--- config.mk ---
export PLATFORM = sky130hd
export DESIGN_NAME = multi_lane_decode_stage
export DESIGN_NICKNAME = d
export VERILOG_FILES = /design/src/rtl/decode_pkg.sv /design/src/rtl/inst_field_extract.sv /design/src/rtl/multi_lane_decode_stage.sv
export SDC_FILE = /design/constraint.sdc
export NUM_CORES = 1
export LEC_CHECK = 0
export CORE_ASPECT_RATIO = 1.4
export CORE_MARGIN = 3
export CORE_UTILIZATION = 56
export CTS_CLUSTER_SIZE = 25
export DETAILED_ROUTE_END_ITERATION = 7
export PLACE_DENSITY = 0.9
export SYNTH_ARGS = -nofsm -noshare
export SYNTH_HDL_FRONTEND = slang
export SYNTH_HIERARCHICAL = 1
export SYNTH_SLANG_ARGS = --single-unit
--- constraint.sdc ---
create_clock -name clk -period 5.22 [get_ports clk]
set_clock_uncertainty 0.05 [all_clocks]
set_input_delay 0.783 -clock clk [delete_from_list [all_inputs] [get_ports clk]]
set_output_delay 0.783 -clock clk [all_outputs]
set_load 0.05 [all_outputs]
--- src/rtl/decode_pkg.sv ---
// Shared types and opcode constants for the instruction decode stage.
package decode_pkg;

    // RV32 major opcodes, inst[6:2]
    localparam logic [4:0] LOAD   = 5'h00;
    localparam logic [4:0] OP_IMM = 5'h04;
    localparam logic [4:0] AUIPC  = 5'h05;
    localparam logic [4:0] STORE  = 5'h08;
    localparam logic [4:0] OP     = 5'h0C;
    localparam logic [4:0] LUI    = 5'h0D;
    localparam logic [4:0] BRANCH = 5'h18;
    localparam logic [4:0] JALR   = 5'h19;
    localparam logic [4:0] JAL    = 5'h1B;
    localparam logic [4:0] SYSTEM = 5'h1C;

    typedef struct packed {
        logic [4:0]  opcode;
        logic [2:0]  func3;
        logic [1:0]  func7;
        logic [4:0]  rs1;
        logic [4:0]  rs2;
        logic [4:0]  rd;
        logic [21:0] csr_info;
        logic [11:0] csr_imm;
        logic [31:0] csr_op_imm;
        logic        illegal;
    } dec_fields_t;

    typedef enum logic {IDLE, ISSUE} dec_state_t;

endpackage

--- src/rtl/inst_field_extract.sv ---
// Pure bit-select field extraction for one 32-bit instruction.
module inst_field_extract
    import decode_pkg::*;
(
    input  logic [31:0] inst,
    output dec_fields_t fields
);

    // Every field is a fixed slice; illegal flags non-32-bit (compressed) encodings
    always_comb begin
        fields            = '0;
        fields.opcode     = inst[6:2];
        fields.func3      = inst[14:12];
        fields.func7      = {inst[30], inst[25]};
        fields.rs1        = inst[19:15];
        fields.rs2        = inst[24:20];
        fields.rd         = inst[11:7];
        fields.csr_info   = {inst[31:20], inst[14:12], inst[6:0]};
        fields.csr_imm    = inst[31:20];
        fields.csr_op_imm = {27'd0, inst[19:15]};
        fields.illegal    = (inst[1:0] != 2'b11);
    end

endmodule

--- src/rtl/multi_lane_decode_stage.sv ---
// Registered decode stage: holds a multi-lane fetch word and issues one
// decoded lane per cycle with valid/ready flow control and flush.
module multi_lane_decode_stage
    import decode_pkg::*;
#(
    parameter int unsigned LANES = 2,
    parameter int unsigned PC_W  = 32,
    localparam int unsigned CNT_W = $clog2(LANES + 1)
) (
    input  logic                  clk,
    input  logic                  rstn,
    input  logic                  flush,
    input  logic                  in_valid,
    output logic                  in_ready,
    input  logic [LANES*32-1:0]   in_inst,
    input  logic [PC_W-1:0]       in_pc,
    input  logic [CNT_W-1:0]      in_cnt,
    output logic                  out_valid,
    input  logic                  out_ready,
    output logic [PC_W-1:0]       out_pc,
    output logic [4:0]            out_opcode,
    output logic [2:0]            out_func3,
    output logic [1:0]            out_func7,
    output logic [4:0]            out_rs1,
    output logic [4:0]            out_rs2,
    output logic [4:0]            out_rd,
    output logic [21:0]           out_csr_info,
    output logic [11:0]           out_csr_imm,
    output logic [31:0]           out_csr_op_imm,
    output logic                  out_illegal
);

    localparam int unsigned LANE_W = (LANES > 1) ? $clog2(LANES) : 1;

    dec_state_t            state_q;
    logic [LANES*32-1:0]   inst_q;
    logic [PC_W-1:0]       pc_q;
    logic [CNT_W-1:0]      cnt_q;
    logic [LANE_W-1:0]     lane_q;
    logic                  out_valid_q;
    logic [PC_W-1:0]       out_pc_q;
    dec_fields_t           fields_q;

    logic                  hs;
    logic                  accept;
    logic                  more_lanes;
    logic                  last_hs;
    logic [CNT_W-1:0]      next_lane;
    logic [CNT_W-1:0]      eff_cnt;
    logic [LANE_W-1:0]     src_sel;
    logic [31:0]           src_inst;
    dec_fields_t           src_fields;

    // Handshake decode and lane mux: a new word always presents its lane 0,
    // otherwise the held word's next lane is presented
    always_comb begin
        hs         = out_valid_q & out_ready;
        next_lane  = CNT_W'(lane_q) + CNT_W'(1);
        more_lanes = next_lane < cnt_q;
        last_hs    = (state_q == ISSUE) & hs & ~more_lanes;
        in_ready   = ~flush & ((state_q == IDLE) | last_hs);
        accept     = in_valid & in_ready;
        eff_cnt    = (in_cnt > CNT_W'(LANES)) ? CNT_W'(LANES) : in_cnt;
        src_sel    = next_lane[LANE_W-1:0];
        src_inst   = accept ? in_inst[31:0] : inst_q[31:0];
        if (!accept) begin
            for (int k = 0; k < int'(LANES); k++) begin
                if (src_sel == LANE_W'(k)) begin
                    src_inst = inst_q[32*k +: 32];
                end
            end
        end
    end

    inst_field_extract u_extract (
        .inst   (src_inst),
        .fields (src_fields)
    );

    // Stage FSM with registered outputs; flush dominates accept and handshake
    always_ff @(posedge clk or negedge rstn) begin
        if (!rstn) begin
            state_q     <= IDLE;
            inst_q      <= '0;
            pc_q        <= '0;
            cnt_q       <= '0;
            lane_q      <= '0;
            out_valid_q <= 1'b0;
            out_pc_q    <= '0;
            fields_q    <= '0;
        end else if (flush) begin
            state_q     <= IDLE;
            cnt_q       <= '0;
            lane_q      <= '0;
            out_valid_q <= 1'b0;
        end else if (accept) begin
            if (eff_cnt == '0) begin
                // Empty word: consumed with nothing to issue
                state_q     <= IDLE;
                cnt_q       <= '0;
                lane_q      <= '0;
                out_valid_q <= 1'b0;
            end else begin
                state_q     <= ISSUE;
                inst_q      <= in_inst;
                pc_q        <= in_pc;
                cnt_q       <= eff_cnt;
                lane_q      <= '0;
                out_valid_q <= 1'b1;
                out_pc_q    <= in_pc;
                fields_q    <= src_fields;
            end
        end else if (hs) begin
            if (more_lanes) begin
                lane_q   <= src_sel;
                out_pc_q <= pc_q + (PC_W'(next_lane) << 2);
                fields_q <= src_fields;
            end else begin
                state_q     <= IDLE;
                cnt_q       <= '0;
                lane_q      <= '0;
                out_valid_q <= 1'b0;
            end
        end
    end

    assign out_valid      = out_valid_q;
    assign out_pc         = out_pc_q;
    assign out_opcode     = fields_q.opcode;
    assign out_func3      = fields_q.func3;
    assign out_func7      = fields_q.func7;
    assign out_rs1        = fields_q.rs1;
    assign out_rs2        = fields_q.rs2;
    assign out_rd         = fields_q.rd;
    assign out_csr_info   = fields_q.csr_info;
    assign out_csr_imm    = fields_q.csr_imm;
    assign out_csr_op_imm = fields_q.csr_op_imm;
    assign out_illegal    = fields_q.illegal;

endmodule

==> results by group <==
Outcome
  • Outcome: finished, final reports clean

Die
  • Initial core utilization: around 57%
  • DIE AREA: 20,700 um2
  • Die H: 169 um
  • Die X: between 100 and 150 um
  • Num ports: between 200 and 250
  • Core ar.: between 15,000 and 20,000 um2
  • Row cnt: a little under 60

Placement
  • Inst Count DP: about 1,300
  • Detail Placement HPWL: ~16,000 um
  • RD Place Congestion: around 0.84
  • # port buffers: between 200 and 250

Final layout
  • # fillers: between 1,000 and 1,500
  • N_diodes: 0
  • Area Growth Syn to Fin: 25.3%
  • Non-Filler Instances: roughly 1,300
  • Sequential Area: around 5600 um2
  • Multi-input logic area: about 4200 um2
  • Layout cells sized above 1: between 20% and 30%
  • Fin nets: 1,144

Synthesis
  • Post-Syn Area: between 10,000 and 15,000 um2
  • Mapped Cells: around 890
  • Commonest cells post-synth: 224 x dfrtp_1, 184 x mux2_2, 91 x buf_4
  • Sequential fraction of the synthesis area: 52.7%
  • Largest family of logic cells by synthesized area: multiplexers
  • Yosys cell types: 47
  • XOR/XNOR share of the synthesized area: 1.15%
  • Post-synthesis adder-cell area fraction: less than 1%
  • Complex-gate fraction of the synthesized area: under 10%
  • Ys flop type: dfrtp_1
  • Most common cell in the synthesized netlist: dfrtp_1
  • Top-area cell type share of the netlist area: between 50 and 60%
  • Syn avg cell area: 12.0 um2
  • Mux contribution to synthesized area: 23.7%
  • Area leader, netlist: dfrtp_1
  • Ys async rst share: between 90% and 100%
  • Synth area leaders: dfrtp_1 53%, mux2_2 19%, buf_4 6.4%, mux2i_1 4.2%, o21ai_0 2.8%
  • Post-synth EDFFs: 0
  • Post-synthesis sequential element count: around 220
  • Simple-gate share of the synthesized area: around 7%
  • YS warnings: 6

Power
  • Total power: 6.67 mW
  • Leak pwr: 5.55 nW
  • Maximum vdd drop: approximately 0.45 mV
  • Power Density: ~500 nW/um2

Critical path
  • R2r startpoint: lane_q
  • Kind of critical path: flip-flop to output pin
  • R2r setup slk: between 1.5 and 2 ns
  • CP endpoint kind: output pin
  • CP endpoint: in_ready
  • Worst path arrival time: ~2.7 ns
  • Crit path launch: lane_q
  • R2r endpoint: out_pc[24]
  • Cells on worst reg2reg path: 9
  • Required @ worst endpoint: roughly 4.4 ns
  • Critical Path Source Type: flip-flop
  • Worst-path fanout max: 12

Global route
  • Global Route Usage Sum: between 20% and 30%
  • First-pass GRT wire length: about 38,000 um
  • Vias in the first global route: roughly 7,500
  • Gr ovfl total: 0
  • Initial antenna violation count: 0
  • Largest net degree at the start of global routing: 130

Routing
  • First-iteration detailed-routing DRC count: 417
  • Via/cell ratio: about 5.5
  • Post-DRT Antenna Nets: 0
  • 1st-pass router iterations: 4
  • Final WL: between 20,000 and 25,000 um
  • DRC violations left: 0
  • Via count: between 7,000 and 8,000
  • WL per Instance: 18.3 um

STA
  • Final Hold Fails: 0
  • Final slew viol count: 0
  • Fin crit period: around 3.5 ns
  • Setup tns final: 0 ns
  • Slew @ Worst Pin: between 1 and 1.5 ns
  • RSZ-0062 raised after global routing: no
  • Period utilization: 67.1%
  • Slew Limit Headroom: about a fifth
  • Final setup violation count: 0
  • Fmax: between 200 and 300 MHz

Min path
  • Min-delay worst type: input pin to async pin

Clock network
  • Clock buffer depth: 3
  • CTS Buf Count: 22
  • Hold buffer count at cts: 0
  • Clk slew on worst S/H paths: about 0.060 ns
  • Worst-Skew Late Latency: about 0.50 ns
  • Post-CTS sizing: 0
  • CTS tree: done
  • H-tree Lvls: 1
  • TritonCTS sink count: about 220
  • Clk root buf: clkbuf_16
  • Setup Buffers After CTS: 0

Job
  • Max-Cap Viols: 0
==> through the flow <==
| step | util [%] | setup WS [ns] | hold slack (ns) | area [um2] |
|---|---|---|---|---|
| global route | 71.7 | 1.58 | 0.426 | 13300 |
| finish | 71.7 | 1.72 | 0.360 | 13300 |
| global placement | 67.6 | 1.79 | 0.411 | 12600 |
| CTS | 71.7 | 1.69 | 0.393 | 13300 |
| detailed placement | 67.6 | 1.76 | 0.418 | 12600 |
| floorplan | - | 2.33 | 0.417 | 10700 |
==> critical path: stages (launching register included) <==
cell and delay [ns]:
dfrtp_2 0.53, ha_1 0.28, a21boi_0 0.24, o21a_1 0.35, nor2_1 0.07, clkdlybuf4s50_1 0.70
==> flip-flops by register name, indices dropped and copies added (netlist names) <==
name / count
out_csr_op_imm: 32
out_valid: 1
out_csr_imm: 12
out_func7: 2
out_csr_info: 22
out_rs2: 5
out_rd: 5
out_func3: 3
pc_q: 32
out_opcode: 5
out_pc: 32
out_illegal: 1
lane_q: 1
inst_q: 64
cnt_q: 2
out_rs1: 5
==> cell families after synthesis <==
| group | after synthesis |
|---|---|
| buffers and inverters | 146 |
| multiplexers | 229 |
| adder cells (fa/ha/maj) | 4 |
| XOR/XNOR | 14 |
| AO/OA/AOI/OAI | 113 |
| AND/OR/NAND/NOR | 158 |
| flip-flops | 224 |
| other | 1 |
==> power breakdown <==
part           internal [mW]  leakage (nW)  switching, mW
clock network           1.00         0.374          0.651
logic                  0.979          2.49           1.57
registers               2.19          2.68          0.281
==> how the worst min path moves through the flow <==
stage                          start         end  slack (ns)  cells after the start
final                           rstn  out_pc[25]        0.36                      1
after global routing            rstn    pc_q[26]        0.43                      1
after CTS                       rstn    pc_q[23]        0.39                      1
after detailed placement  out_pc[19]  out_pc[19]        0.42                      2
after global placement     out_pc[4]   out_pc[4]        0.41                      2
after floorplan             cnt_q[1]    cnt_q[1]        0.42                      2
==> routing by layer <==
metal	vias to the layer above	wire length, um	track usage (%)
li1	3306	-	-
met4	0	787	7.70
met3	60	1760	6.75
met5	-	0	0
met1	3483	8970	26.6
met2	222	12300	40.7
==> cell usage in the layout (no fill, tap or decap), types with 4 or more instances in the layout <==
| cell | Yosys | routed |
|---|---|---|
| nand2_1 | 79 | 78 |
| nand4_1 | 8 | 8 |
| clkbuf_1 | 26 | 6 |
| o21a_1 | 5 | 5 |
| nor4_1 | 8 | 8 |
| inv_1 | 9 | 9 |
| xnor2_1 | 4 | 4 |
| a31o_2 | 5 | 5 |
| nor3_1 | 15 | 14 |
| mux2_2 | 184 | 184 |
| a21oi_1 | 14 | 14 |
| clkdlybuf4s50_1 | 0 | 227 |
| nand3_1 | 10 | 10 |
| clkinv_2 | 0 | 4 |
| dfrtp_1 | 224 | 223 |
| nor2_1 | 17 | 16 |
| nand2b_1 | 4 | 4 |
| o31ai_1 | 11 | 11 |
| o31a_1 | 4 | 4 |
| conb_1 | 1 | 27 |
| clkbuf_16 | 0 | 23 |
| o21ai_0 | 60 | 60 |
| xor2_1 | 10 | 10 |
| buf_12 | 0 | 4 |
| mux2i_1 | 45 | 45 |
==> layout make-up <==
cell class | count | share of cell area (%)
clock inverter | 8 | 0.891
clock buffer | 32 | 4.79
timing repair buffer | 235 | 17.9
sequential | 224 | 42.0
inverter | 9 | 0.253
multi-input combinational | 545 | 31.8
tap | 244 | 2.29
Note: power is estimated with default switching activity, not from simulation.
